`src/rtl/id_imm_sequencer_pkg.sv`:
```
// Decode-stage shared definitions: opcodes, immediate-select codes, FSM states,
// the ID/EX slot payload and the opcode-to-select decoder.
package id_pkg;

  localparam int unsigned INSTR_W = 16;
  localparam int unsigned SEL_W   = 4;
  localparam int unsigned REG_W   = 3;

  localparam logic [INSTR_W-1:0] NOP_WORD = 16'h0800;

  localparam logic [4:0] OP_B      = 5'b00010;
  localparam logic [4:0] OP_BEQZ   = 5'b00100;
  localparam logic [4:0] OP_BNEZ   = 5'b00101;
  localparam logic [4:0] OP_SHIFT  = 5'b00110;
  localparam logic [4:0] OP_ADDIU3 = 5'b01000;
  localparam logic [4:0] OP_ADDIU  = 5'b01001;
  localparam logic [4:0] OP_SLTI   = 5'b01010;
  localparam logic [4:0] OP_ADDSP  = 5'b01100;
  localparam logic [4:0] OP_LI     = 5'b01101;
  localparam logic [4:0] OP_CMPI   = 5'b01110;
  localparam logic [4:0] OP_LW_SP  = 5'b10010;
  localparam logic [4:0] OP_LW     = 5'b10011;
  localparam logic [4:0] OP_SW_SP  = 5'b11010;
  localparam logic [4:0] OP_SW     = 5'b11011;

  localparam logic [SEL_W-1:0] IMM_SEL_ZE8   = 4'b0000;
  localparam logic [SEL_W-1:0] IMM_SEL_SHAMT = 4'b0101;
  localparam logic [SEL_W-1:0] IMM_SEL_SE8   = 4'b1000;
  localparam logic [SEL_W-1:0] IMM_SEL_SE4   = 4'b1001;
  localparam logic [SEL_W-1:0] IMM_SEL_SE5   = 4'b1010;
  localparam logic [SEL_W-1:0] IMM_SEL_SE11  = 4'b1011;

  typedef enum logic {ST_RUN, ST_BUBBLE} id_state_e;

  // Contents of the ID/EX boundary register.
  typedef struct packed {
    logic               valid;
    logic [INSTR_W-1:0] imm;
    logic [SEL_W-1:0]   imm_sel;
    logic               is_load;
    logic [REG_W-1:0]   load_dst;
  } ex_slot_t;

  // Map a major opcode to its immediate-select code.
  function automatic logic [SEL_W-1:0] imm_sel_of(input logic [4:0] op);
    logic [SEL_W-1:0] sel;
    sel = IMM_SEL_ZE8;
    case (op)
      OP_ADDIU, OP_SLTI, OP_CMPI, OP_ADDSP,
      OP_BEQZ, OP_BNEZ, OP_LW_SP, OP_SW_SP: sel = IMM_SEL_SE8;
      OP_ADDIU3:                            sel = IMM_SEL_SE4;
      OP_LW, OP_SW:                         sel = IMM_SEL_SE5;
      OP_B:                                 sel = IMM_SEL_SE11;
      OP_SHIFT:                             sel = IMM_SEL_SHAMT;
      default:                              sel = IMM_SEL_ZE8;
    endcase
    return sel;
  endfunction

endpackage

```
`src/rtl/id_imm_sequencer_if.sv`:
```
// Fetch/decode/execute boundary signals of the decode-stage controller.
interface id_imm_sequencer_if #(
  parameter int unsigned CNT_W = 16
) ();
  logic [15:0]      if_instr;
  logic             if_valid;
  logic             ex_flush;
  logic             pc_stall;
  logic [15:0]      id_instr;
  logic             ex_valid;
  logic [15:0]      ex_imm;
  logic [3:0]       ex_imm_sel;
  logic             ex_is_load;
  logic [2:0]       ex_load_dst;
  logic [CNT_W-1:0] stall_cnt;

  modport master (
    output if_instr, if_valid, ex_flush,
    input  pc_stall, id_instr, ex_valid, ex_imm, ex_imm_sel,
           ex_is_load, ex_load_dst, stall_cnt
  );

  modport slave (
    input  if_instr, if_valid, ex_flush,
    output pc_stall, id_instr, ex_valid, ex_imm, ex_imm_sel,
           ex_is_load, ex_load_dst, stall_cnt
  );
endinterface

```
`src/rtl/id_imm_sequencer_imm_extend_unit.sv`:
```
// Combinational immediate extension: select code + instruction low field -> 16-bit immediate.
module imm_extend_unit
  import id_pkg::*;
(
  input  logic [SEL_W-1:0]   imm_sel,
  input  logic [10:0]        field,
  output logic [INSTR_W-1:0] imm_c
);

  // Sign/zero extend the field chosen by the select code.
  always_comb begin
    imm_c = '0;
    case (imm_sel)
      IMM_SEL_SE8:   imm_c = {{8{field[7]}}, field[7:0]};
      IMM_SEL_SE4:   imm_c = {{12{field[3]}}, field[3:0]};
      IMM_SEL_SE5:   imm_c = {{11{field[4]}}, field[4:0]};
      IMM_SEL_SE11:  imm_c = {{5{field[10]}}, field[10:0]};
      IMM_SEL_ZE8:   imm_c = {8'h00, field[7:0]};
      IMM_SEL_SHAMT: imm_c = (field[4:2] == 3'b000) ? 16'h0008 : {13'h0000, field[4:2]};
      default:       imm_c = '0;
    endcase
  end

endmodule

```
`src/rtl/id_imm_sequencer.sv`:
```
// Decode-stage controller: IF/ID register, immediate decode/extension, ID/EX
// register and load-use stall / branch flush sequencing.
// Optional feature macro: ID_STALL_COUNTER_EN (saturating stall-cycle counter).
module id_imm_sequencer
  import id_pkg::*;
#(
  parameter logic [15:0] NOP_INSTR = NOP_WORD,
  parameter int unsigned CNT_W     = 16
) (
  input logic             clk,
  input logic             rst,
  id_imm_sequencer_if.slave bus
);

  id_state_e          state;
  logic [INSTR_W-1:0] id_instr;
  logic               id_valid;
  ex_slot_t           ex_q;
  ex_slot_t           id_slot_c;
  logic [SEL_W-1:0]   id_sel_c;
  logic [INSTR_W-1:0] id_imm_c;
  logic               id_is_load_c;
  logic [REG_W-1:0]   id_load_dst_c;
  logic               hazard_c;
  logic               pc_stall_c;
  logic [CNT_W-1:0]   stall_cnt;

  assign id_sel_c = imm_sel_of(id_instr[15:11]);

  imm_extend_unit u_imm_extend (
    .imm_sel (id_sel_c),
    .field   (id_instr[10:0]),
    .imm_c   (id_imm_c)
  );

  // Load detection and destination register of the instruction in decode.
  always_comb begin
    id_is_load_c  = 1'b0;
    id_load_dst_c = '0;
    if (id_instr[15:11] == OP_LW) begin
      id_is_load_c  = 1'b1;
      id_load_dst_c = id_instr[7:5];
    end else if (id_instr[15:11] == OP_LW_SP) begin
      id_is_load_c  = 1'b1;
      id_load_dst_c = id_instr[10:8];
    end
  end

  assign id_slot_c = '{valid:    id_valid,
                       imm:      id_imm_c,
                       imm_sel:  id_sel_c,
                       is_load:  id_is_load_c,
                       load_dst: id_load_dst_c};

  // Conservative load-use check: either register field of decode may be a source.
  assign hazard_c = ex_q.valid & ex_q.is_load & id_valid &
                    ((ex_q.load_dst == id_instr[10:8]) | (ex_q.load_dst == id_instr[7:5]));

  // Fetch hold is only raised from RUN and is overridden by flush and reset.
  assign pc_stall_c = (state == ST_RUN) & hazard_c & ~bus.ex_flush & ~rst;

  // Pipeline sequencer: reset > flush > stall/advance.
  always_ff @(posedge clk) begin
    if (rst) begin
      state    <= ST_RUN;
      id_instr <= NOP_INSTR;
      id_valid <= 1'b0;
      ex_q     <= '0;
    end else if (bus.ex_flush) begin
      state    <= ST_RUN;
      id_instr <= NOP_INSTR;
      id_valid <= 1'b0;
      ex_q     <= '0;
    end else begin
      case (state)
        ST_RUN: begin
          if (hazard_c) begin
            ex_q  <= '0;
            state <= ST_BUBBLE;
          end else begin
            id_instr <= bus.if_instr;
            id_valid <= bus.if_valid;
            ex_q     <= id_slot_c;
          end
        end
        ST_BUBBLE: begin
          id_instr <= bus.if_instr;
          id_valid <= bus.if_valid;
          ex_q     <= id_slot_c;
          state    <= ST_RUN;
        end
        default: state <= ST_RUN;
      endcase
    end
  end

`ifdef ID_STALL_COUNTER_EN
  // Saturating count of stalled cycles, cleared only by reset.
  always_ff @(posedge clk) begin
    if (rst) begin
      stall_cnt <= '0;
    end else if (pc_stall_c && (stall_cnt != '1)) begin
      stall_cnt <= stall_cnt + CNT_W'(1);
    end
  end
`else
  assign stall_cnt = '0;
`endif

  assign bus.pc_stall    = pc_stall_c;
  assign bus.id_instr    = id_instr;
  assign bus.ex_valid    = ex_q.valid;
  assign bus.ex_imm      = ex_q.imm;
  assign bus.ex_imm_sel  = ex_q.imm_sel;
  assign bus.ex_is_load  = ex_q.is_load;
  assign bus.ex_load_dst = ex_q.load_dst;
  assign bus.stall_cnt   = stall_cnt;

endmodule

```
`src/flat_wrapper.sv`:
```
// flat-port wrapper written by rule: the top's interface ports become plain ports
module id_imm_sequencer_flat import id_pkg::*;
#(
  parameter logic [15:0] NOP_INSTR = NOP_WORD,
  parameter int unsigned CNT_W     = 16
)
  (clk, rst, bus_if_instr, bus_if_valid, bus_ex_flush, bus_pc_stall, bus_id_instr, bus_ex_valid, bus_ex_imm, bus_ex_imm_sel, bus_ex_is_load, bus_ex_load_dst, bus_stall_cnt);
  id_imm_sequencer_if #(.CNT_W(CNT_W)) bus_i ();
  input logic clk;
  input logic rst;
  input wire logic [$bits(bus_i.if_instr)-1:0] bus_if_instr;
  input wire logic [$bits(bus_i.if_valid)-1:0] bus_if_valid;
  input wire logic [$bits(bus_i.ex_flush)-1:0] bus_ex_flush;
  output wire logic [$bits(bus_i.pc_stall)-1:0] bus_pc_stall;
  output wire logic [$bits(bus_i.id_instr)-1:0] bus_id_instr;
  output wire logic [$bits(bus_i.ex_valid)-1:0] bus_ex_valid;
  output wire logic [$bits(bus_i.ex_imm)-1:0] bus_ex_imm;
  output wire logic [$bits(bus_i.ex_imm_sel)-1:0] bus_ex_imm_sel;
  output wire logic [$bits(bus_i.ex_is_load)-1:0] bus_ex_is_load;
  output wire logic [$bits(bus_i.ex_load_dst)-1:0] bus_ex_load_dst;
  output wire logic [$bits(bus_i.stall_cnt)-1:0] bus_stall_cnt;
  assign bus_i.if_instr = bus_if_instr;
  assign bus_i.if_valid = bus_if_valid;
  assign bus_i.ex_flush = bus_ex_flush;
  assign bus_pc_stall = bus_i.pc_stall;
  assign bus_id_instr = bus_i.id_instr;
  assign bus_ex_valid = bus_i.ex_valid;
  assign bus_ex_imm = bus_i.ex_imm;
  assign bus_ex_imm_sel = bus_i.ex_imm_sel;
  assign bus_ex_is_load = bus_i.ex_is_load;
  assign bus_ex_load_dst = bus_i.ex_load_dst;
  assign bus_stall_cnt = bus_i.stall_cnt;
  id_imm_sequencer #(.NOP_INSTR(NOP_INSTR), .CNT_W(CNT_W)) u_core (.clk(clk), .rst(rst), .bus(bus_i));
endmodule
```
`config.mk`:
```
export PLATFORM = sky130hd
export DESIGN_NAME = id_imm_sequencer_flat
export DESIGN_NICKNAME = d
export VERILOG_FILES = /design/src/rtl/id_imm_sequencer_pkg.sv /design/src/rtl/id_imm_sequencer_if.sv /design/src/rtl/id_imm_sequencer_imm_extend_unit.sv /design/src/rtl/id_imm_sequencer.sv /design/src/flat_wrapper.sv
export SDC_FILE = /design/constraint.sdc
export NUM_CORES = 1
export LEC_CHECK = 0
export BUFFER_PORTS_ARGS = -buffer_cell sky130_fd_sc_hd__buf_4
export CORE_AREA = 8 8 94 96
export DETAILED_ROUTE_END_ITERATION = 8
export DIE_AREA = 0 0 102 104
export REMOVE_ABC_BUFFERS = 1
export SLEW_MARGIN = 5
export SYNTH_ARGS = -nofsm -noshare
export SYNTH_HDL_FRONTEND = slang
export SYNTH_HIERARCHICAL = 1
export SYNTH_SLANG_ARGS = --single-unit
```
`constraint.sdc`:
```
create_clock -name clk -period 2.6 [get_ports clk]
set_input_delay 0.39 -clock clk [delete_from_list [all_inputs] [get_ports clk]]
set_output_delay 0.39 -clock clk [all_outputs]
set_load 0.01 [all_outputs]
```
==> metrics.txt, run 1 <==
# TYPE chip_impl_metric gauge
chip_impl_metric{name="number_of_cells_on_the_worst_hold_path",unit=""} 3
chip_impl_metric{name="cp_num_cells",unit=""} 5
chip_impl_metric{name="ys_seq_elements",unit=""} 47
chip_impl_metric{name="count_of_hold_fix_buffers_inserted_at_cts",unit=""} 0
chip_impl_metric{name="synth.yosys.seq_area_share",unit=""} 0.438
chip_impl_info{name="rsz0062_at_grt",value="false"} 1
chip_impl_metric{name="regArea",unit="um2"} 941
chip_impl_metric{name="critPathArrivalTime",unit="ns"} 1.79
chip_impl_info{name="mostFrequentLayoutCell",value="sky130_fd_sc_hd__buf_4"} 1
chip_impl_metric{name="combPwrFrac",unit=""} 0.100
chip_impl_metric{name="timing_hold_violations_final",unit=""} 0
chip_impl_metric{name="drt_pass1_iterations",unit=""} 5
chip_impl_metric{name="hpwlAfterDp",unit="mm"} 3.90
chip_impl_metric{name="i_o_pin_count",unit=""} 78
chip_impl_metric{name="area.growth.synth_to_final",unit="%"} 23.5
chip_impl_metric{name="vias_in_the_first_global_route",unit=""} 1741
chip_impl_metric{name="cts.sink_count",unit=""} 47
chip_impl_info{name="cp_cell_sequence",value="xor2_1 > nor3_2 > o21ai_4 > nor2_1 > buf_4"} 1
chip_impl_info{name="synthTopCellsByArea",value="sky130_fd_sc_hd__dfxtp_1, sky130_fd_sc_hd__mux2i_1, sky130_fd_sc_hd__buf_4"} 1
chip_impl_info{name="cpMaxStageDelayCell",value="sky130_fd_sc_hd__dfxtp_1"} 1
chip_impl_metric{name="vias_per_cell",unit=""} 4.35
chip_impl_metric{name="core_area",unit="um2"} 7450
chip_impl_metric{name="cts_resized",unit=""} 0
chip_impl_metric{name="filler_cell_count",unit=""} 820
chip_impl_info{name="layout.cells.most_common_list",value="sky130_fd_sc_hd__buf_4, sky130_fd_sc_hd__dfxtp_1, sky130_fd_sc_hd__nor2_1"} 1
chip_impl_metric{name="grt_pass1_wl",unit="mm"} 8.27
chip_impl_metric{name="wire_length_per_cell_after_detailed_routing",unit="um"} 13.5
chip_impl_metric{name="worst_case_clock_skew",unit="ns"} 0.00511
chip_impl_info{name="status",value="completed"} 1
chip_impl_metric{name="post-route-min-period",unit="ns"} 2.18
chip_impl_metric{name="setup_tns",unit="ns"} 0
chip_impl_metric{name="pwr-share-clk",unit=""} 0.321
chip_impl_metric{name="critical_path_peak_fanout",unit=""} 17
chip_impl_metric{name="power.switching_fraction",unit=""} 0.247
chip_impl_metric{name="power.internal",unit="W"} 0.000983
chip_impl_metric{name="numCtsBuffers",unit=""} 5
chip_impl_metric{name="synthArstFlopShare",unit=""} 0
chip_impl_metric{name="grt_antenna_before_repair",unit=""} 0
chip_impl_metric{name="yosys_warnings",unit=""} 6
chip_impl_metric{name="cts.clk_slew.worst_paths",unit="ns"} 0.08
chip_impl_metric{name="whs",unit="ns"} 0.330
chip_impl_metric{name="postRouteAntennaNets",unit=""} 0
chip_impl_metric{name="postCtsSetupRepairBufs",unit=""} 0
chip_impl_metric{name="post-route-drc-count",unit=""} 0
chip_impl_metric{name="fp.dieW",unit="um"} 102
chip_impl_metric{name="required",unit="ns"} 2.21
chip_impl_info{name="clk_root_buffer_cell",value="sky130_fd_sc_hd__clkbuf_8"} 1
chip_impl_metric{name="net_switching_power",unit="W"} 0.000322
chip_impl_metric{name="wl",unit="mm"} 5.18
chip_impl_metric{name="start_util",unit=""} 0.289
chip_impl_info{name="critical_path.endpoint_type",value="output port"} 1
chip_impl_metric{name="synth-edff-count",unit=""} 0
chip_impl_metric{name="global_route.usage.total",unit=""} 0.0964
chip_impl_metric{name="syn_avg_cell_area",unit="um2"} 9.43
chip_impl_info{name="timing.setup.critical_path_class",value="reg -> out"} 1
chip_impl_metric{name="power.share.sequential",unit=""} 0.578
chip_impl_metric{name="cap_viol_max_count",unit=""} 0
chip_impl_info{name="timing.critical_path.max_delay_family",value="flip-flops"} 1
chip_impl_metric{name="worst_r2r_path_depth",unit=""} 6
chip_impl_metric{name="critPathBufInv",unit=""} 1
chip_impl_metric{name="ctsLongestPathBuffers",unit=""} 2
chip_impl_metric{name="core.rowCount",unit=""} 32
chip_impl_metric{name="grt_start_max_net_pins",unit=""} 36
chip_impl_info{name="worst_hold_path_type",value="in -> reg"} 1
chip_impl_metric{name="relSlewSlack",unit=""} 0.667
chip_impl_metric{name="die-area",unit="um2"} 10600
chip_impl_metric{name="max_stage_delay",unit="ns"} 0.44
chip_impl_metric{name="final.period_utilization",unit=""} 0.839
chip_impl_metric{name="detailroute.via_count",unit=""} 1662
chip_impl_metric{name="vdd_drop_max",unit="uV"} 200
chip_impl_metric{name="power-per-cell-area",unit="nW/um2"} 492
chip_impl_metric{name="power.static_leakage",unit="nW"} 1.39
chip_impl_metric{name="first_iter_violations",unit=""} 36
chip_impl_metric{name="yosys.cell_types.count",unit=""} 42
chip_impl_metric{name="clock.fmax",unit="GHz"} 0.458
chip_impl_info{name="cts_tree",value="done"} 1
chip_impl_metric{name="cts_htree_levels",unit=""} 2
chip_impl_info{name="crit_start",value="u_core/bus.id_instr[8]"} 1
chip_impl_metric{name="syn-instance-count",unit=""} 228
chip_impl_metric{name="globalRouteOverflowTotal",unit=""} 0
chip_impl_metric{name="total_area_of_multi_input_combinational_cells",unit="um2"} 1010
chip_impl_metric{name="final_layout_size_suffix_gt1_frac",unit=""} 0.304
chip_impl_metric{name="gp_congestion",unit=""} 0.756
chip_impl_metric{name="post_synth_instance_area",unit="um2"} 2150
chip_impl_info{name="timing.hold.worst.start",value="bus_if_instr[0]"} 1
chip_impl_info{name="synth_area_leader_cell",value="sky130_fd_sc_hd__dfxtp_1"} 1
chip_impl_metric{name="area_share_of_the_largest_cell_type_after_synthesis",unit=""} 0.438
chip_impl_metric{name="setup_viol",unit=""} 0
chip_impl_metric{name="placement.io_buffers",unit=""} 61
chip_impl_metric{name="chipHeight",unit="um"} 104
chip_impl_metric{name="drv_slew",unit=""} 0
chip_impl_metric{name="worst_pin_slew",unit="ns"} 0.497
chip_impl_metric{name="insertion_delay_to_the_later_sink_of_the_worst_skew_pair",unit="ns"} 0.29
chip_impl_info{name="synth_ff_type",value="sky130_fd_sc_hd__dfxtp_1"} 1
chip_impl_info{name="start_kind",value="flip-flop"} 1
chip_impl_metric{name="diode_insertion_count_for_antenna_repair",unit=""} 0
chip_impl_info{name="worstReg2RegStart",value="u_core/bus.id_instr[8]"} 1
chip_impl_metric{name="final_nets",unit=""} 299
[power groups by stage]
stage	Combinational [W]	Clock (W)	Sequential, W
floorplan	0.0000637	0	0.000773
global placement	0.000130	0	0.000771
detailed placement	0.000131	0	0.000772
CTS	0.000132	0.000439	0.000755
global route	0.000145	0.000467	0.000758
finish	0.000131	0.000419	0.000754
[through the flow]
step / instances / setup WS (ns) / cell area, um2 / total power (W) / utilization
after floorplan: 209 / 0.412 / 1970 / 0.000836 / -
after global placement: 374 / 0.574 / 2570 / 0.000902 / 0.345
after detailed placement: 374 / 0.508 / 2570 / 0.000903 / 0.345
after CTS: 382 / 0.378 / 2650 / 0.00133 / 0.356
after global routing: 382 / 0.247 / 2650 / 0.00137 / 0.356
final: 382 / 0.418 / 2650 / 0.00130 / 0.356
[cells by family after synthesis]
family,after synthesis,share of synthesized area
AND/OR/NAND/NOR,82,0.217
AO/OA/AOI/OAI,31,0.0949
other,1,0.00174
multiplexers,21,0.0990
buffers and inverters,38,0.117
flip-flops,47,0.438
XOR/XNOR,8,0.0326
[Yosys cell counts (2+ instances only)]
master / count
sky130_fd_sc_hd__dfxtp_1: 47
sky130_fd_sc_hd__buf_4: 22
sky130_fd_sc_hd__nor2_1: 22
sky130_fd_sc_hd__and3_1: 21
sky130_fd_sc_hd__mux2i_1: 19
sky130_fd_sc_hd__nand2_1: 9
sky130_fd_sc_hd__nor3_1: 9
sky130_fd_sc_hd__o21ai_0: 8
sky130_fd_sc_hd__xor2_1: 6
sky130_fd_sc_hd__a21o_1: 5
sky130_fd_sc_hd__a21oi_1: 5
sky130_fd_sc_hd__a31oi_1: 5
sky130_fd_sc_hd__clkbuf_1: 5
sky130_fd_sc_hd__inv_1: 4
sky130_fd_sc_hd__nand3b_1: 4
sky130_fd_sc_hd__buf_2: 3
sky130_fd_sc_hd__buf_6: 3
sky130_fd_sc_hd__a211oi_1: 2
sky130_fd_sc_hd__mux2_2: 2
sky130_fd_sc_hd__nand2b_1: 2
sky130_fd_sc_hd__nor2b_1: 2
sky130_fd_sc_hd__nor3_2: 2
sky130_fd_sc_hd__xnor2_1: 2
[flip-flops by register name, indices dropped and copies added, names as in the netlist]
| name | flops |
|---|---|
| u_core/bus.ex_valid | 1 |
| u_core/bus.ex_imm_sel | 4 |
| u_core/bus.id_instr | 16 |
| u_core/bus.ex_is_load | 1 |
| u_core/id_valid | 1 |
| u_core/id_sel_c | 4 |
| u_core/bus.ex_imm | 16 |
| u_core/bus.ex_load_dst | 3 |
| u_core/state | 1 |
[layout make-up]
type / count / area share
repair buffers: 63 / 0.178
multi-input cells: 158 / 0.382
well taps: 102 / 0.0481
flip-flops and latches: 47 / 0.355
clock buffers: 5 / 0.0259
clock inverters: 3 / 0.00566
inverters: 4 / 0.00566
[path summary, 6_finish.rpt]
kind / end / slack [ns]
max: bus_pc_stall / 0.42
min: u_core/bus.id_instr[0] / 0.33
max reg2reg: u_core/bus.id_instr[2] / 0.51
min reg2reg: u_core/bus.ex_valid / 0.49
[worst reg2reg max path, stage by stage, from the launching register on]
cell,delay (ns)
sky130_fd_sc_hd__dfxtp_1,0.44
sky130_fd_sc_hd__xor2_1,0.24
sky130_fd_sc_hd__nor3_2,0.09
sky130_fd_sc_hd__o21ai_4,0.44
sky130_fd_sc_hd__buf_4,0.45
sky130_fd_sc_hd__mux2i_1,0.26
sky130_fd_sc_hd__nor2_1,0.05
[per-layer routing]
metal / wire, um / share of wire / global-route usage / up-vias
li1: - / - / - / 845
met1: 2230 / 0.43 / 0.106 / 762
met2: 2500 / 0.48 / 0.162 / 51
met3: 427 / 0.082 / 0.0442 / 4
met4: 22 / 0.0043 / 0.0252 / 0
met5: 0 / 0 / 0 / -
Note: power is estimated with default switching activity, not from simulation.
==> run 2: changes to the inputs <==
clock period = 1.95 ns   (was 2.6 ns; I/O delays follow)
==> run 2 against run 1 <==
  * Sequential share of layout area is 1.7 points lower
  * Critical path depth grew 2
  * First-iteration DRC count grew 120%
  * Highest routed layer unchanged
  * Largest power group unchanged
  * Combinational power up 44%
  * Setup slack worse by 0.29 ns
  * Register-to-register slack got worse by 0.38 ns
  * Core utilization increased by 1.8 points
  * Total power increased by 47%
==> metrics.txt, run 2 (synthesized netlist as in run 1, its figures left out) <==
# TYPE chip_impl_metric gauge
chip_impl_metric{name="cts_htree_levels",unit=""} 2
chip_impl_metric{name="required",unit="ns"} 2.12
chip_impl_metric{name="clock.fmax",unit="GHz"} 0.548
chip_impl_metric{name="vias_per_cell",unit=""} 4.39
chip_impl_metric{name="grt_pass1_wl",unit="mm"} 8.66
chip_impl_metric{name="power-per-cell-area",unit="nW/um2"} 687
chip_impl_info{name="layout.cells.most_common_list",value="sky130_fd_sc_hd__buf_4, sky130_fd_sc_hd__dfxtp_1, sky130_fd_sc_hd__nor2_1"} 1
chip_impl_metric{name="cap_viol_max_count",unit=""} 0
chip_impl_metric{name="die-area",unit="um2"} 10600
chip_impl_metric{name="critPathArrivalTime",unit="ns"} 2.00
chip_impl_metric{name="setup_viol",unit=""} 0
chip_impl_metric{name="cts_resized",unit=""} 0
chip_impl_metric{name="first_iter_violations",unit=""} 79
chip_impl_metric{name="postRouteAntennaNets",unit=""} 0
chip_impl_metric{name="finalPower",unit="W"} 0.00191
chip_impl_metric{name="wl",unit="mm"} 5.27
chip_impl_metric{name="drt_pass1_iterations",unit=""} 4
chip_impl_metric{name="core.rowCount",unit=""} 32
chip_impl_metric{name="total_area_of_multi_input_combinational_cells",unit="um2"} 1010
chip_impl_metric{name="relSlewSlack",unit=""} 0.665
chip_impl_metric{name="pre_cts_ws",unit="ns"} 0.140
chip_impl_metric{name="layout.core_utilization",unit=""} 0.374
chip_impl_metric{name="worst_pin_slew",unit="ns"} 0.498
chip_impl_metric{name="wire_length_per_cell_after_detailed_routing",unit="um"} 13.4
chip_impl_metric{name="post-route-min-period",unit="ns"} 1.82
chip_impl_metric{name="setup_slack",unit="ns"} 0.126
chip_impl_metric{name="start_util",unit=""} 0.289
chip_impl_info{name="start_kind",value="flip-flop"} 1
chip_impl_metric{name="filler_cell_count",unit=""} 798
chip_impl_metric{name="chipHeight",unit="um"} 104
chip_impl_info{name="worst_hold_path_type",value="in -> reg"} 1
chip_impl_metric{name="hpwlAfterDp",unit="mm"} 4.10
chip_impl_metric{name="final_nets",unit=""} 311
chip_impl_metric{name="core_area",unit="um2"} 7450
chip_impl_metric{name="timing_hold_violations_final",unit=""} 0
chip_impl_info{name="clk_root_buffer_cell",value="sky130_fd_sc_hd__clkbuf_8"} 1
chip_impl_metric{name="global_route.usage.total",unit=""} 0.100
chip_impl_metric{name="placement.io_buffers",unit=""} 61
chip_impl_info{name="critical_path.endpoint_type",value="flip-flop"} 1
chip_impl_info{name="cts_tree",value="done"} 1
chip_impl_metric{name="area.growth.synth_to_final",unit="%"} 29.7
chip_impl_metric{name="power.static_leakage",unit="nW"} 1.47
chip_impl_metric{name="drv_slew",unit=""} 0
chip_impl_metric{name="post-route-drc-count",unit=""} 0
chip_impl_metric{name="numCtsBuffers",unit=""} 5
chip_impl_metric{name="dp.cells",unit=""} 383
chip_impl_metric{name="regArea",unit="um2"} 941
chip_impl_metric{name="insertion_delay_to_the_later_sink_of_the_worst_skew_pair",unit="ns"} 0.30
chip_impl_metric{name="cts.clk_slew.worst_paths",unit="ns"} 0.10
chip_impl_info{name="timing.setup.critical_path_class",value="reg -> reg"} 1
chip_impl_metric{name="layoutNonFillerInstCount",unit=""} 394
chip_impl_metric{name="grt_antenna_before_repair",unit=""} 0
chip_impl_metric{name="worst_case_clock_skew",unit="ns"} 0.0204
chip_impl_metric{name="critical_path_peak_fanout",unit=""} 12
chip_impl_info{name="status",value="completed"} 1
chip_impl_metric{name="gp_congestion",unit=""} 0.807
chip_impl_metric{name="cts.sink_count",unit=""} 47
chip_impl_metric{name="final_layout_size_suffix_gt1_frac",unit=""} 0.332
chip_impl_metric{name="count_of_hold_fix_buffers_inserted_at_cts",unit=""} 0
chip_impl_metric{name="vias_in_the_first_global_route",unit=""} 1776
chip_impl_metric{name="vdd_drop_max",unit="uV"} 263
chip_impl_metric{name="ctsLongestPathBuffers",unit=""} 2
chip_impl_metric{name="globalRouteOverflowTotal",unit=""} 0
chip_impl_info{name="mostFrequentLayoutCell",value="sky130_fd_sc_hd__buf_4"} 1
chip_impl_metric{name="whs",unit="ns"} 0.225
chip_impl_metric{name="grt_start_max_net_pins",unit=""} 36
chip_impl_metric{name="final.period_utilization",unit=""} 0.935
chip_impl_metric{name="i_o_pin_count",unit=""} 78
chip_impl_info{name="rsz0062_at_grt",value="false"} 1
chip_impl_metric{name="diode_insertion_count_for_antenna_repair",unit=""} 0
chip_impl_metric{name="fp.dieW",unit="um"} 102
chip_impl_metric{name="detailroute.via_count",unit=""} 1730
-- run 2: changes by cell type in the layout (fill, tap and decap cells not counted) --
cell                         delta
sky130_fd_sc_hd__buf_12         +1
sky130_fd_sc_hd__buf_4         +11
sky130_fd_sc_hd__bufinv_16      +1
sky130_fd_sc_hd__clkinv_2       -3
sky130_fd_sc_hd__clkinvlp_4     +1
sky130_fd_sc_hd__inv_6          +1
-- run 2: worst paths after layout --
| path | to | slack (ns) | depth (start not counted) | start |
|---|---|---|---|---|
| worst max-delay path | u_core/id_sel_c[3] | 0.13 | 7 | u_core/bus.ex_load_dst[1] |
| worst max register to register | u_core/id_sel_c[3] | 0.13 | 7 | u_core/bus.ex_load_dst[1] |
| worst min-delay path | u_core/bus.id_instr[5] | 0.23 | 3 | bus_if_instr[5] |
| worst min register to register | u_core/bus.ex_valid | 0.48 | 1 | u_core/id_valid |
-- run 2: where the power goes --
group | leakage, nW | total [W] | switching (W) | internal [W]
registers | 0.382 | 0.00100 | 0.0000222 | 0.000980
logic | 1.03 | 0.000188 | 0.0000956 | 0.0000925
clock network | 0.0548 | 0.000725 | 0.000338 | 0.000386
-- run 2: critical path, stage by stage (launching register included) --
cell and delay, ns:
sky130_fd_sc_hd__dfxtp_1 0.35, sky130_fd_sc_hd__xor2_1 0.16, sky130_fd_sc_hd__nor3_2 0.25, sky130_fd_sc_hd__o21ai_4 0.10, sky130_fd_sc_hd__buf_4 0.19, sky130_fd_sc_hd__or3b_2 0.45, sky130_fd_sc_hd__a31oi_1 0.17, sky130_fd_sc_hd__a21oi_1 0.05
-- run 2: repair_timing --
| item | CTS | global route |
|---|---|---|
| hold endpoints to repair | 0 | 0 |
| setup endpoints to repair | 1 | 0 |
| buffers inserted | 3 | 0 |
-- run 2: area by class of cell --
class | instances | share of cell area
Timing Repair Buffer | 75 | 0.206
Clock inverter | 3 | 0.0166
Multi-Input combinational cell | 158 | 0.364
Tap cell | 102 | 0.0458
Inverter | 4 | 0.00539
Sequential cell | 47 | 0.338
Clock buffer | 5 | 0.0247
-- run 2: metal layers --
| metal | track usage | wire (um) |
|---|---|---|
| met1 | 0.121 | 2340 |
| met3 | 0.0368 | 364 |
| met5 | 0 | 0 |
| met2 | 0.160 | 2490 |
| met4 | 0.0294 | 75 |
-- run 2: through the flow --
step / instance area (um2) / setup TNS [ns]
floorplan: 1970 / -1.58
global placement: 2650 / 0
detailed placement: 2650 / 0
CTS: 2790 / 0
global route: 2790 / 0
finish: 2790 / 0
